**src/rtl/lfsr_pkg.sv**
```systemverilog
// lfsr_pkg: shared mode type, default primitive tap masks and a bit-reverse helper
// for the parametrised LFSR generator.
`default_nettype none

package lfsr_pkg;

  typedef enum logic {
    LFSR_FIB = 1'b0,
    LFSR_GAL = 1'b1
  } lfsr_mode_t;

  // Fibonacci-form primitive tap masks; the top bit is always the state MSB.
  localparam logic [3:0]  LFSR_TAPS_4  = 4'hC;
  localparam logic [7:0]  LFSR_TAPS_8  = 8'hB8;
  localparam logic [15:0] LFSR_TAPS_16 = 16'hB400;
  localparam logic [31:0] LFSR_TAPS_32 = 32'h8020_0003;

  function automatic logic [31:0] lfsr_bit_reverse(input logic [31:0] v, input int w);
    logic [31:0] r;
    int          j;
    r = '0;
    for (int i = 0; i < 32; i++) begin
      if (i < w) begin
        j = w - 1 - i;
        r[i[4:0]] = v[j[4:0]];
      end
    end
    return r;
  endfunction

endpackage

`default_nettype wire

```
**src/rtl/lfsr_step.sv**
```systemverilog
// lfsr_step: one combinational LFSR shift in either Fibonacci or Galois form,
// both derived from the same Fibonacci tap mask.
`default_nettype none

module lfsr_step
  import lfsr_pkg::*;
#(
  parameter int WIDTH = 16
) (
  input  logic [WIDTH-1:0] i_state,
  input  lfsr_mode_t       i_mode,
  input  logic [WIDTH-1:0] i_taps,
  output logic [WIDTH-1:0] o_next
);

  logic [WIDTH-1:0] w_gal_taps;
  logic [WIDTH-1:0] w_fib;
  logic [WIDTH-1:0] w_gal;

  // The Galois feedback mask is the Fibonacci mask mirrored, giving the same period.
  assign w_gal_taps = WIDTH'(lfsr_bit_reverse(32'(i_taps), WIDTH));

  assign w_fib  = {i_state[WIDTH-2:0], ^(i_state & i_taps)};
  assign w_gal  = {i_state[WIDTH-2:0], 1'b0} ^ (i_state[WIDTH-1] ? w_gal_taps : '0);
  assign o_next = (i_mode == LFSR_GAL) ? w_gal : w_fib;

endmodule

`default_nettype wire

```
**src/rtl/lfsr_gen.sv**
```systemverilog
// lfsr_gen: parametrised LFSR word source with seed load and valid/ready output.
// Optional macro LFSR_WRAP_EN adds a registered wrap pulse when the state returns to the seed.
`default_nettype none

module lfsr_gen
  import lfsr_pkg::*;
#(
  parameter int               WIDTH = 16,
  parameter logic [WIDTH-1:0] TAPS  = WIDTH'(LFSR_TAPS_16),
  parameter logic [WIDTH-1:0] SEED  = WIDTH'(1),
  parameter int               STEP  = 1
) (
  input  logic             clk,
  input  logic             reset,
  input  logic             en,
  input  logic             mode,
  input  logic             load_valid,
  input  logic [WIDTH-1:0] load_data,
  output logic             out_valid,
  input  logic             out_ready,
  output logic [WIDTH-1:0] out_data,
  output logic             zero_seed,
  output logic             wrap
);

  localparam logic [WIDTH-1:0] c_SEED_EFF = (SEED == '0) ? WIDTH'(1) : SEED;

  logic [WIDTH-1:0] r_state;
  logic             r_valid;
  logic             r_zero_seed;
  logic             w_adv;
  logic             w_load_zero;
  logic [WIDTH-1:0] w_load_val;
  lfsr_mode_t       w_mode;
  logic [WIDTH-1:0] w_chain [STEP+1];

  assign w_mode      = lfsr_mode_t'(mode);
  assign w_adv       = r_valid & out_ready;
  assign w_load_zero = (load_data == '0);
  assign w_load_val  = w_load_zero ? c_SEED_EFF : load_data;
  assign w_chain[0]  = r_state;

  for (genvar gi = 0; gi < STEP; gi++) begin : g_step
    lfsr_step #(
      .WIDTH (WIDTH)
    ) u_step (
      .i_state (w_chain[gi]),
      .i_mode  (w_mode),
      .i_taps  (TAPS),
      .o_next  (w_chain[gi+1])
    );
  end

  always_ff @(posedge clk or negedge reset) begin
    if (!reset) begin
      r_state     <= c_SEED_EFF;
      r_valid     <= 1'b0;
      r_zero_seed <= 1'b0;
    end else begin
      r_zero_seed <= 1'b0;
      if (load_valid) begin
        // A load overrides any handshake in the same cycle.
        r_state     <= w_load_val;
        r_valid     <= en;
        r_zero_seed <= w_load_zero;
      end else begin
        if (w_adv) begin
          r_state <= w_chain[STEP];
        end
        r_valid <= en | (r_valid & ~out_ready);
      end
    end
  end

`ifdef LFSR_WRAP_EN
  logic [WIDTH-1:0] r_seed;
  logic             r_wrap;

  always_ff @(posedge clk or negedge reset) begin
    if (!reset) begin
      r_seed <= c_SEED_EFF;
      r_wrap <= 1'b0;
    end else begin
      if (load_valid) begin
        r_seed <= w_load_val;
        r_wrap <= 1'b0;
      end else begin
        r_wrap <= w_adv && (w_chain[STEP] == r_seed);
      end
    end
  end

  assign wrap = r_wrap;
`else
  // Without the comparator nothing reads the seed copy, so it is not built.
  assign wrap = 1'b0;
`endif

  assign out_data  = r_state;
  assign out_valid = r_valid;
  assign zero_seed = r_zero_seed;

endmodule

`default_nettype wire
```
**config.mk**
```make
export PLATFORM = sky130hd
export DESIGN_NAME = lfsr_gen
export DESIGN_NICKNAME = d
export VERILOG_FILES = /design/src/rtl/lfsr_pkg.sv /design/src/rtl/lfsr_step.sv /design/src/rtl/lfsr_gen.sv
export SDC_FILE = /design/constraint.sdc
export NUM_CORES = 1
export LEC_CHECK = 0
export CAP_MARGIN = 25
export CORE_MARGIN = 2
export CORE_UTILIZATION = 40
export CTS_CLUSTER_SIZE = 20
export DETAILED_ROUTE_END_ITERATION = 16
export PLACE_DENSITY_LB_ADDON = 0.12
export SETUP_SLACK_MARGIN = 0.2
export SYNTH_ARGS = -nofsm -noshare
export SYNTH_HDL_FRONTEND = slang
export SYNTH_SLANG_ARGS = --single-unit
```
**constraint.sdc**
```tcl
create_clock -name clk -period 1.6 [get_ports clk]
set_input_delay 0.32 -clock clk [delete_from_list [all_inputs] [get_ports clk]]
set_output_delay 0.32 -clock clk [all_outputs]
set_load 0.02 [all_outputs]
```
* Yosys cells after proc, flatten, opt, wreduce, memory -nomap -nowiden
Index checks and enable logic that the tools add are counted.
** Operators by class
- Mux-type cells :: 7
- Bitwise gates (word level) :: 5
- Reduce and logical (&&, ||, !) cells :: 3
** Operators with widths (number)
- 16-bit two-way mux :: 4
- 16-bit logical NOT :: 1
- 16-bit parity :: 1
- 16-bit bitwise XOR :: 1
- 6-bit two-way mux :: 1
- 1-bit AND :: 2
- 1-bit two-way mux :: 2
- 2-bit nonzero test :: 1
- 1-bit NOT :: 1
- 1-bit OR :: 1
** Storage, ports and cells
- Register bits after elaboration :: 18
- Output and inout port bits :: 19
- Word-level logic and storage cells :: 18

* Logic depth before layout (Yosys ltp)
- Depth after elaboration :: 5
- Depth in mapped cells :: 4
- Mapped depth without buffers :: 4

* Cells and area by module
Synthesis repeated with hierarchy kept, for this count alone.
** Unflattened totals
- Cell total of the unflattened synthesis :: 163
- Area total of the unflattened synthesis :: 1431.4 um^2
** By module, submodules not included
- lfsr_gen :: instances 1, cells each 101, area each 1017.2 um^2, sequential area each 451.7 um^2
- lfsr_step :: instances 1, cells each 62, area each 414.1 um^2, sequential area each 0.0 um^2

* Worst setup path before layout
OpenSTA, ideal clock, no wires.
- Kind :: reg-to-reg
- Start point :: register r_state[13] (netlist: out_data[13])
- End point :: register r_state[0] (netlist: out_data[0])
- Setup time :: 0.083 ns
- Arrival :: 1.337 ns
- Setup slack :: 0.180 ns
- Cell stages (with the launch flop) :: 5
- Buffers on the path :: 0
- Clock period less this slack :: 1.420 ns
- Path through :: dfrtp_1 xnor3_1 nor2_1 xor2_1 o31a_2
** Between the ends
- Cells in the longest elaborated chain, start to end :: 4
** Ends and longest elaborated chain
- start, declared :: line lfsr_gen.sv:28 : logic [WIDTH-1:0] r_state;
- start signal, assigned :: line lfsr_gen.sv:56 : r_state <= c_SEED_EFF;
- start signal, assigned :: line lfsr_gen.sv:63 : r_state <= w_load_val;
- start signal, assigned :: line lfsr_gen.sv:68 : r_state <= w_chain[STEP];
- 16-bit parity :: line lfsr_step.sv:23 : assign w_fib = {i_state[WIDTH-2:0], ^(i_state & i_taps)};
- 16-bit two-way mux :: line lfsr_step.sv:25 : assign o_next = (i_mode == LFSR_GAL) ? w_gal : w_fib;
- 16-bit two-way mux :: line lfsr_gen.sv:67 : if (w_adv) begin
- 16-bit two-way mux :: line lfsr_gen.sv:61 : if (load_valid) begin
Every way passes these cells. The select of a mux whose other input is x is not followed.
A chain may end at the register's enable or synchronous reset.

* Worst setup path in the final report
- Start point :: register r_state[12] (netlist: out_data[12])
- End point :: output port out_data[12]
** RTL lines
- end, declared :: line lfsr_gen.sv:21 : output logic [WIDTH-1:0] out_data,
No word-level cell between the ends.

==> results.sh <==
export IMPL_criticalPathCategory="reg -> out"
export IMPL_hold_buffers=0
export IMPL_antenna_left=0
export IMPL_fp_dieW_um=51.9
export IMPL_clock_path_buffers=2
export IMPL_antennaDiodeCount=0
export IMPL_fin_crit_sh=0.843
export IMPL_io_buffers=39
export IMPL_seq_area_frac_synth=0.493
export IMPL_rows=17
export IMPL_coreArea_um2=2190
export IMPL_fin_skew_ns=0.00276
export IMPL_p_comb_frac=0.299
export IMPL_nets=160
export IMPL_crit_buf_inv=1
export IMPL_critPathRequiredTime_ns=1.28
export IMPL_synth_warnings=0
export IMPL_cts_tree="yes"
export IMPL_path_cells="clkdlybuf4s15_1"
export IMPL_numClockSinks=18
export IMPL_h_tree_depth=1
export IMPL_status="completed"
export IMPL_routed_via_density=4.94
export IMPL_total_power_uw=1180
export IMPL_cts_root_buffer_cell="clkbuf_4"
export IMPL_multi_input_area_um2=448
export IMPL_cp_arrival_ns=1.03
export IMPL_initial_core_util=0.418
export IMPL_dieArea_um2=2690
export IMPL_synth_area_um2=916
export IMPL_synth_area_per_cell_um2=10.1
export IMPL_final_cell_mix="nand2_1, dfrtp_1, mux2i_1, o21ai_0, clkdlybuf4s50_1"
export IMPL_path_max_fanout=4
export IMPL_p_per_area_nw_per_um2=813
export IMPL_post_route_drc_count=0
export IMPL_max_cap_viol_count=0
export IMPL_first_pass_iters=4
export IMPL_slew_violations=0
export IMPL_clock_fmax_mhz=741
export IMPL_cts_made_buffers=3
export IMPL_crit_family="flip-flops"
export IMPL_ios=41
export IMPL_gp_congestion=0.754
export IMPL_clock_latency_ns=0.29
export IMPL_post_drt_wl_per_cell_um=14.1
export IMPL_grt_pass1_vias=831
export IMPL_hold_viol_final=0
export IMPL_ys_ff_latch=18
export IMPL_syn_instance_count=91
export IMPL_swShare=0.305
export IMPL_area_growth_pct=58.6
export IMPL_grt_overflow=0
export IMPL_cp_end_kind="primary output"
export IMPL_period_minus_slack_ns=1.35
export IMPL_share_seq_of_total_power=0.464
export IMPL_peakVddDrop_v=0.000661
export IMPL_start_kind="flip-flop"
export IMPL_clockPowerShare=0.236
export IMPL_vias=815
export IMPL_register_area_um2=453
export IMPL_rsz0062_at_grt="false"
export IMPL_max_stage_delay_ns=0.42
export IMPL_p_int_uw=821
export IMPL_first_iter_violations=7
export IMPL_dpl_worst_slack_ns=-0.171
export IMPL_synth_cell_types=19
export IMPL_grt_pass1_wl_um=3790
export IMPL_grt_max_degree=19
export IMPL_n_fill_cell=188
export IMPL_grt_use_total=0.193
export IMPL_setup_viol=0
export IMPL_hp_class="in -> reg"
export IMPL_setup_ws_ns=0.251
export IMPL_post_route_util=0.663
export IMPL_antenna_found_initial=0
export IMPL_cpMaxStageDelayCell="dfrtp_1"
export IMPL_routed_wl_um=2330
export IMPL_clk_pin_slew_worst_paths_ns=0.10
export IMPL_power_switching_uw=360
export IMPL_dp_hpwl_um=1780
export IMPL_syn_nets=113
export IMPL_drive_above_1_share=0.190
export IMPL_p_leak_uw=0.000783
export IMPL_die_h_um=51.9
[stage by stage]
step / cell area, um^2 / hold slack, ns / cells / setup TNS (ns)
floorplan: 917 / 0.0244 / 91 / 0
global placement: 1390 / 0.542 / 161 / -0.215
detailed placement: 1390 / 0.554 / 161 / -0.209
CTS: 1420 / 0.349 / 165 / 0
global route: 1450 / 0.303 / 165 / 0
finish: 1450 / 0.298 / 165 / 0
[routing by layer]
metal  vias up  routed length, um  GRT usage
met2        21               1190      0.329
li1        404                  -          -
met4         0                 11     0.0789
met5         -                  0          0
met1       388               1030      0.244
met3         2                 94     0.0287
[registers in the layout, indices dropped and copies added (netlist names)]
| signal | flops |
|---|---|
| zero_seed | 1 |
| out_data | 16 |
| out_valid | 1 |
[power groups by stage]
stage	registers (uW)	clock network, uW	logic [uW]
finish	548	279	353
global route	556	314	383
CTS	548	297	357
detailed placement	558	0	386
global placement	556	0	382
floorplan	610	0	128
[cell usage after synthesis (all sizes together)]
cell type	instances	area share
dfrtp	17	0.46
nand2	17	0.072
o21ai	15	0.082
xor2	1	0.0096
nor4	4	0.027
xnor2	3	0.029
buf	2	0.016
a32oi	1	0.0096
dfstp	1	0.029
clkbuf	4	0.016
xnor3	1	0.025
conb	1	0.0041
nand4	1	0.0068
mux2i	15	0.16
a31o	1	0.0096
inv	3	0.012
nor2	3	0.012
o31a	1	0.011
[what timing repair did]
action,4_1_cts,5_1_grt
gates cloned,0,0
buffers inserted,0,0
gates resized for setup,21,28
setup endpoints to repair,19,14
pin swaps,0,6
hold endpoints to repair,0,0
[cell type report]
cell class,count,area share
repair buffers,48,0.323
flip-flops and latches,18,0.312
multi-input cells,64,0.308
clock buffers,4,0.0250
well taps,28,0.0241
inverters,3,0.00775
[worst paths after layout]
path | end | start | cells past startpoint | slack, ns
setup / recovery | out_data[12] | out_data[12] | 1 | 0.25
hold / removal | out_data[10] | load_data[10] | 3 | 0.30
setup reg to reg | out_data[0] | out_data[13] | 4 | 0.27
hold reg to reg | out_valid | out_valid | 1 | 0.57
max in group asynchronous | out_data[0] | reset | 2 | 0.98
min in group asynchronous | out_data[14] | reset | 2 | 0.35
[cells by family (layout without fill, tap and decap cells)]
kind of cell	after synthesis	in the layout	share of synthesized area
muxes	15	15	0.164
and+or+nand+nor	25	25	0.119
xor gates and xnor gates	5	5	0.0628
AOI/OAI and AO/OA	18	18	0.112
buffers and inverters	9	55	0.0451
DFF	18	18	0.493
other	1	1	0.00409
(Power assumes the default switching activity.)
